==> config.mk <==
export PLATFORM = sky130hd
export DESIGN_NAME = pc_sequencer
export DESIGN_NICKNAME = d
export VERILOG_FILES = /design/src/rtl/pc_sequencer.sv
export SDC_FILE = /design/constraint.sdc
export NUM_CORES = 1
export LEC_CHECK = 0
export BUFFER_PORTS_ARGS = -buffer_cell sky130_fd_sc_hd__buf_2
export CORE_MARGIN = 2
export CORE_UTILIZATION = 29
export DETAILED_ROUTE_END_ITERATION = 16
export HOLD_SLACK_MARGIN = 0.02
export PLACE_DENSITY_LB_ADDON = 0.12
export SETUP_SLACK_MARGIN = 0.05
export SLEW_MARGIN = 0
export SYNTH_ARGS = -nofsm -noshare
export SYNTH_HDL_FRONTEND = slang
export SYNTH_SLANG_ARGS = --single-unit
==> constraint.sdc <==
create_clock -name clock -period 5.9 [get_ports clock]
set_input_delay 0.295 -clock clock [delete_from_list [all_inputs] [get_ports clock]]
set_output_delay 0.295 -clock clock [all_outputs]
set_load 0.01 [all_outputs]
==> src/rtl/pc_sequencer.sv <==
// Fetch/execute sequencer driving the program counter's reset/update controls,
// fetch strobes, halt handling, fetch timeout and retired-instruction count.
module pc_sequencer #(
  parameter int unsigned WORD_SIZE     = 8,
  parameter int unsigned MEM_ADDR_SIZE = 8,
  parameter int unsigned FETCH_TIMEOUT = 15,
  parameter int unsigned RETIRE_WIDTH  = 16
) (
  input  logic                    clock,
  input  logic                    reset_enable_n,
  input  logic                    start,
  input  logic                    halt_request,
  input  logic                    mem_ready,
  input  logic                    execute_done,
  input  logic                    branch_taken,
  input  logic                    halt_instr,
  input  logic [WORD_SIZE-1:0]    branch_offset,
  input  logic                    stall,
  output logic                    pc_reset_enable,
  output logic                    pc_update_enable,
  output logic [WORD_SIZE-1:0]    pc_value,
  output logic                    fetch_request,
  output logic                    instr_valid,
  output logic                    halted,
  output logic                    fetch_error,
  output logic [RETIRE_WIDTH-1:0] retired_count,
  output logic [2:0]              state
);

  typedef enum logic [2:0] {
    IDLE     = 3'd0,
    CLEAR    = 3'd1,
    FETCH    = 3'd2,
    WAIT_MEM = 3'd3,
    EXECUTE  = 3'd4,
    UPDATE   = 3'd5,
    HALTED   = 3'd6
  } state_e;

  if (WORD_SIZE < MEM_ADDR_SIZE || FETCH_TIMEOUT < 1 || FETCH_TIMEOUT > 255) begin : g_param_check
    $error("pc_sequencer: invalid parameter combination");
  end

  localparam logic [7:0] TMO_LAST = 8'(FETCH_TIMEOUT - 1);

  state_e                  state_q, state_d;
  logic [WORD_SIZE-1:0]    offset_q, offset_d;
  logic [7:0]              tmo_q, tmo_d;
  logic                    halt_pending_q, halt_pending_d;
  logic                    fetch_error_q, fetch_error_d;
  logic                    instr_valid_q, instr_valid_d;
  logic [RETIRE_WIDTH-1:0] retired_q, retired_d;

  always_ff @(posedge clock or negedge reset_enable_n) begin
    if (!reset_enable_n) begin
      state_q <= IDLE;
    end else begin
      state_q <= state_d;
    end
  end

  always_ff @(posedge clock or negedge reset_enable_n) begin
    if (!reset_enable_n) begin
      offset_q       <= '0;
      tmo_q          <= '0;
      halt_pending_q <= 1'b0;
      fetch_error_q  <= 1'b0;
      instr_valid_q  <= 1'b0;
      retired_q      <= '0;
    end else begin
      offset_q       <= offset_d;
      tmo_q          <= tmo_d;
      halt_pending_q <= halt_pending_d;
      fetch_error_q  <= fetch_error_d;
      instr_valid_q  <= instr_valid_d;
      retired_q      <= retired_d;
    end
  end

  always_comb begin
    state_d        = state_q;
    offset_d       = offset_q;
    tmo_d          = tmo_q;
    halt_pending_d = halt_pending_q;
    fetch_error_d  = fetch_error_q;
    instr_valid_d  = 1'b0;
    retired_d      = retired_q;

    if (halt_request && state_q != IDLE && state_q != HALTED) begin
      halt_pending_d = 1'b1;
    end

    unique case (state_q)
      IDLE, HALTED: begin
        // Session counters clear on entry so they already read zero in CLEAR.
        if (start) begin
          state_d        = CLEAR;
          retired_d      = '0;
          fetch_error_d  = 1'b0;
          halt_pending_d = 1'b0;
        end
      end
      CLEAR: state_d = FETCH;
      FETCH: begin
        tmo_d   = '0;
        state_d = WAIT_MEM;
      end
      WAIT_MEM: begin
        if (mem_ready) begin
          state_d       = EXECUTE;
          instr_valid_d = 1'b1;
        end else if (tmo_q == TMO_LAST) begin
          state_d       = HALTED;
          fetch_error_d = 1'b1;
        end else begin
          tmo_d = tmo_q + 8'd1;
        end
      end
      EXECUTE: begin
        if (execute_done) begin
          if (halt_instr) begin
            state_d = HALTED;
          end else begin
            offset_d = branch_taken ? branch_offset : WORD_SIZE'(1);
            state_d  = UPDATE;
          end
        end
      end
      UPDATE: begin
        if (!stall) begin
          if (retired_q != '1) begin
            retired_d = retired_q + RETIRE_WIDTH'(1);
          end
          state_d = (halt_pending_q || halt_request) ? HALTED : FETCH;
        end
      end
      default: state_d = IDLE;
    endcase
  end

  always_comb begin
    pc_reset_enable  = (state_q == CLEAR);
    fetch_request    = (state_q == FETCH);
    pc_update_enable = (state_q == UPDATE) && !stall;
    halted           = (state_q == HALTED);
    pc_value         = offset_q;
    instr_valid      = instr_valid_q;
    fetch_error      = fetch_error_q;
    retired_count    = retired_q;
    state            = state_q;
  end

endmodule

# Word-level counts from Yosys, hierarchy flattened
# Index checks and enable logic that the tools add are counted.
# word_totals
regBits	38
input_bits	17
output_inout_bits	33
# op_classes
add_sub_neg	2
eq_ne	17
muxes	25
bitwise_logic	1
n_reduce_logical	16
# ops
cell	n
2-to-1 mux 16 bit	3
one-hot mux 16 bit (2 select lines)	1
2-to-1 mux 8 bit	3
2-to-1 mux 3 bit	6
one-hot mux 3 bit (6 select lines)	1
adder 16 x 1 -> 16 bit, second input constant	1
!= test 16 bit, second input constant	1
one-hot mux 8 bit (2 select lines)	1
!= test 2 bit, second input constant	7
AND reduction 4 bit	3
equality test 3 bit, second input constant	3
adder 8 x 1 -> 8 bit, second input constant	1
equality test 8 x 4 -> 1 bit, second input constant	1
2-to-1 mux 1 bit	8
equality test 3 x 2 -> 1 bit, second input constant	2
!= test 3 bit, second input constant	2
AND reduction 3 bit	2
nonzero test 2 bit	3
equality test 3 x 1 -> 1 bit, second input constant	1
logical AND 1 bit	3
logical NOT 3 bit	1
nonzero test 3 bit	1
2-to-1 mux 2 bit	1
one-hot mux 1 bit (2 select lines)	1
4 further kinds	4

# Logic depth before layout (Yosys ltp)
# logic_depth
word_depth	6
ltp_mapped	7
mapped_depth_nobuf	6

# Least setup slack after synthesis
# No wires, ideal clock.
# synth_timing
path_kind	reg2reg
start	register retired_q[0], in the netlist retired_count[0]
end	register retired_q[9], in the netlist retired_count[9]
arrival_ns	1.781
slack_ns	3.974
stages_incl_launch_ff	8
path_buffers	2
synth_period_minus_slack_ns	1.926
cell_sequence	dfrtp_1 ha_1 and3_1 clkbuf_1 and4_1 o21ai_1 buf_2 o211ai_1
# synth_via
elab_chain_cells	4
# synth_rtl
element	line	text
start, declared	52	logic [RETIRE_WIDTH-1:0] retired_q, retired_d;
start signal, assigned	76	retired_q <= retired_d;
adder 16 x 1 -> 16 bit	132	retired_d = retired_q + RETIRE_WIDTH'(1);
2-to-1 mux 16 bit	131	if (retired_q != '1) begin
2-to-1 mux 16 bit	130	if (!stall) begin
one-hot mux 16 bit (2 select lines)	93	unique case (state_q)
# Several ways; a longest one is shown, not always the timed one. The select of a mux whose other input is x is not followed.
# A chain may end at the register's enable or synchronous reset.

# Worst setup path after layout
# layout_timing
start	register retired_q[0], in the netlist retired_count[0]
end	register retired_q[13], in the netlist retired_count[13]
# The elaborated chain is that of the path after synthesis.

==> results.json <==
{
  "h-tree-depth": 2,
  "grt_usage_pct": 14.3,
  "dp_cells": 376,
  "nNetsFinal": 304,
  "grt_start_max_net_pins": 39,
  "ioPinCount": 50,
  "vdd_ir_drop_max_mv": 0.107,
  "crit_arrival_ns": 2.62,
  "power_frac_seq_pct": 44.2,
  "post_cts_buffers": 0,
  "dr.pass1.iters": 4,
  "core_sq_um": 7210,
  "drt_iter0_drc": 94,
  "nFillCells": 778,
  "ff_latch_area_sq_um": 951,
  "rrSetupSlack_ns": 3.41,
  "tightest_slew_ns": 1.16,
  "post-route-drc-count": 0,
  "p_int_uw": 579,
  "cts_root_buf": "clkbuf_8",
  "period_share_pct": 42.3,
  "power_density_nw_per_um2": 392,
  "avgSynthCellArea_sq_um": 8.88,
  "final-hold-violation-count": 0,
  "layout-drive-gt1-share_pct": 21.4,
  "ant_nets": 0,
  "synth_edf_count": 0,
  "ys_types": 49,
  "num_rows": 31,
  "ys_warn_count": 0,
  "die_y_microns": 89.9,
  "syn-num-nets": 261,
  "hold_buffers": 0,
  "critical_path_class": "reg -> reg",
  "final_util_pct": 35.3,
  "layout.cells.non_filler": 384,
  "setup_slack_ns": 3.41,
  "multiInputGateArea_sq_um": 1090,
  "finalSetupViolCount": 0,
  "ys_ff_latch": 38,
  "cpMaxStageDelayCell": "o21ai_1",
  "timing.slew.headroom_pct": 21.8,
  "finalSetupTns_ns": 0,
  "syn_area_sq_um": 2140,
  "fmax_mhz": 401,
  "synthFlopType": "dfrtp_1",
  "initial_core_util_pct": 29.7,
  "clockBufferDepth": 2,
  "start_kind": "flop",
  "diodes": 0,
  "grt_pass1_wl_microns": 9650,
  "die_w_microns": 89.9,
  "clk_latency_ns": 0.29,
  "io_buffers": 49,
  "synth-seq-area-share_pct": 44.4,
  "cp_max_fo": 14,
  "post_cts_resized": 0,
  "dp_hpwl_microns": 3920,
  "power.clock.fraction_pct": 18.8,
  "syn_inst": 241,
  "max_cap_viol_count": 0,
  "route.vias.total": 1998,
  "viasPerCell": 5.20,
  "wl_per_cell_microns": 14.8,
  "crit_required_ns": 6.02,
  "cts_num_sinks": 38,
  "synthArstFlopShare_pct": 100,
  "cts-buffers-inserted": 5,
  "antenna_found_initial": 0,
  "cts_tree": "built",
  "status": "finished, final reports clean",
  "p_leak_uw": 0.00120,
  "swShare_pct": 42.0,
  "maxSlewViolCount": 0,
  "crit_path_end_kind": "flop",
  "drt-total-wl_microns": 5670,
  "grt_pass1_vias": 1910,
  "whs_ns": 0.117,
  "cpPeakStageDelay_ns": 0.90,
  "min_path_type": "in -> async",
  "dieArea_sq_um": 8080,
  "gp_congestion": 0.804,
  "path_clk_slew_ns": 0.08,
  "syn_to_final_growth_pct": 19.0,
  "rsz0062_at_grt": "false",
  "finalClockSkew_ns": 0.00906,
  "power_frac_comb_pct": 37.0,
  "grt_overflow": 0,
  "netSwitchingPower_uw": 420,
  "place_ws_ns": 3.47,
  "critical_path.cell_chain": "ha_1 -> and3_1 -> and4_1 -> o21ai_1 -> a31oi_1",
  "period_minus_slack_ns": 2.49
}
[cell usage after synthesis (2+ instances only)]
| master | instances | share of area, % |
|---|---|---|
| nor3_1 | 5 | 1.2 |
| and3_1 | 7 | 2.0 |
| nor2b_1 | 3 | 0.88 |
| inv_1 | 12 | 2.1 |
| nand3_1 | 23 | 5.4 |
| o311ai_0 | 2 | 0.82 |
| o211ai_1 | 6 | 2.1 |
| and4_1 | 5 | 2.0 |
| ha_1 | 3 | 1.8 |
| a31o_2 | 2 | 0.82 |
| xor2_1 | 2 | 0.82 |
| a41oi_1 | 2 | 0.82 |
| a21boi_0 | 2 | 0.70 |
| nand4_1 | 6 | 1.8 |
| and2_1 | 2 | 0.58 |
| a21oi_1 | 11 | 2.6 |
| o31ai_1 | 3 | 1.1 |
| mux2i_1 | 4 | 1.9 |
| nor2_1 | 13 | 2.3 |
| dfrtp_1 | 38 | 44 |
| a31oi_1 | 12 | 3.5 |
| clkbuf_1 | 9 | 1.6 |
| nor4_1 | 2 | 0.58 |
| buf_2 | 4 | 0.94 |
| o21ai_0 | 9 | 2.1 |
| nand2b_1 | 3 | 0.88 |
| nand2_1 | 29 | 5.1 |
[flip-flops by register name, indices dropped and copies added (netlist names)]
name,count
fetch_error,1
halt_pending_q,1
state,3
pc_value,8
tmo_q,8
retired_count,16
instr_valid,1
[path summary, 6_finish.rpt]
kind | endpoint | depth (start not counted) | from
setup / recovery | retired_count[13]$_DFFE_PN0P_ | 5 | retired_count[0]$_DFFE_PN0P_
hold / removal | tmo_q[4]$_DFFE_PN0P_ | 1 | reset_enable_n
setup reg to reg | retired_count[13]$_DFFE_PN0P_ | 5 | retired_count[0]$_DFFE_PN0P_
hold reg to reg | pc_value[7]$_DFFE_PN0P_ | 2 | pc_value[7]$_DFFE_PN0P_
max in group asynchronous | retired_count[15]$_DFFE_PN0P_ | 1 | reset_enable_n
min in group clock | pc_value[7]$_DFFE_PN0P_ | 3 | branch_offset[7]
[metrics by stage]
step / instance area [sq um] / power (uW)
2_1_floorplan: 2140 / 676
3_3_place_gp: 2450 / 819
3_5_place_dp: 2450 / 819
4_1_cts: 2550 / 1010
5_1_grt: 2550 / 1080
6_report: 2550 / 999
[power by group through the flow]
| stage | clock, uW | combinational (uW) | sequential, uW |
|---|---|---|---|
| finish | 188 | 370 | 442 |
| global route | 208 | 418 | 459 |
| CTS | 198 | 376 | 440 |
| detailed placement | 0 | 374 | 445 |
| global placement | 0 | 375 | 444 |
| floorplan | 0 | 248 | 428 |
[cell type report]
type / instances / share of cell area, %
clock buffer: 7 / 3.39
clock inverter: 1 / 0.197
inverter: 13 / 1.92
multi-input combinational: 177 / 42.7
sequential: 38 / 37.3
tap: 99 / 4.86
timing repair buffer: 49 / 9.63
[worst max-delay path, delay by kind of cell (launching register included)]
family / cells / cell delay (ns)
flip-flops: 1 / 0.43
AO/OA/AOI/OAI: 2 / 1.11
adder cells (fa/ha/maj): 1 / 0.27
AND/OR/NAND/NOR: 2 / 0.51
[cell usage in the layout, fill, tap and decap left out, types with 2 or more instances in the layout]
master / n
a21boi_0: 2
a21oi_1: 11
a31o_2: 2
a31oi_1: 12
a41oi_1: 2
and2_1: 2
and3_1: 7
and4_1: 5
buf_2: 49
clkbuf_8: 6
dfrtp_1: 38
ha_1: 3
inv_1: 12
mux2i_1: 4
nand2_1: 29
nand2b_1: 3
nand3_1: 23
nand4_1: 6
nor2_1: 13
nor2b_1: 3
nor3_1: 5
nor4_1: 2
o211ai_1: 6
o21ai_0: 9
o311ai_0: 2
o31ai_1: 3
xor2_1: 2
[routing by layer]
layer	up-vias	GRT usage [%]	wire length (microns)
met5	-	0	0
met4	0	4.23	66
met3	6	3.19	283
met2	56	21.5	2370
met1	957	20.7	2950
li1	979	-	-
[cells by family after synthesis]
logic type / share of synthesized area, %
adder cells (fa/ha/maj): 1.75
flip-flops: 44.4
AO/OA/AOI/OAI: 20.1
XOR/XNOR: 1.23
AND/OR/NAND/NOR: 25.8
multiplexers: 1.87
buffers and inverters: 4.79
No activity file was read; power rests on OpenSTA's default activity.
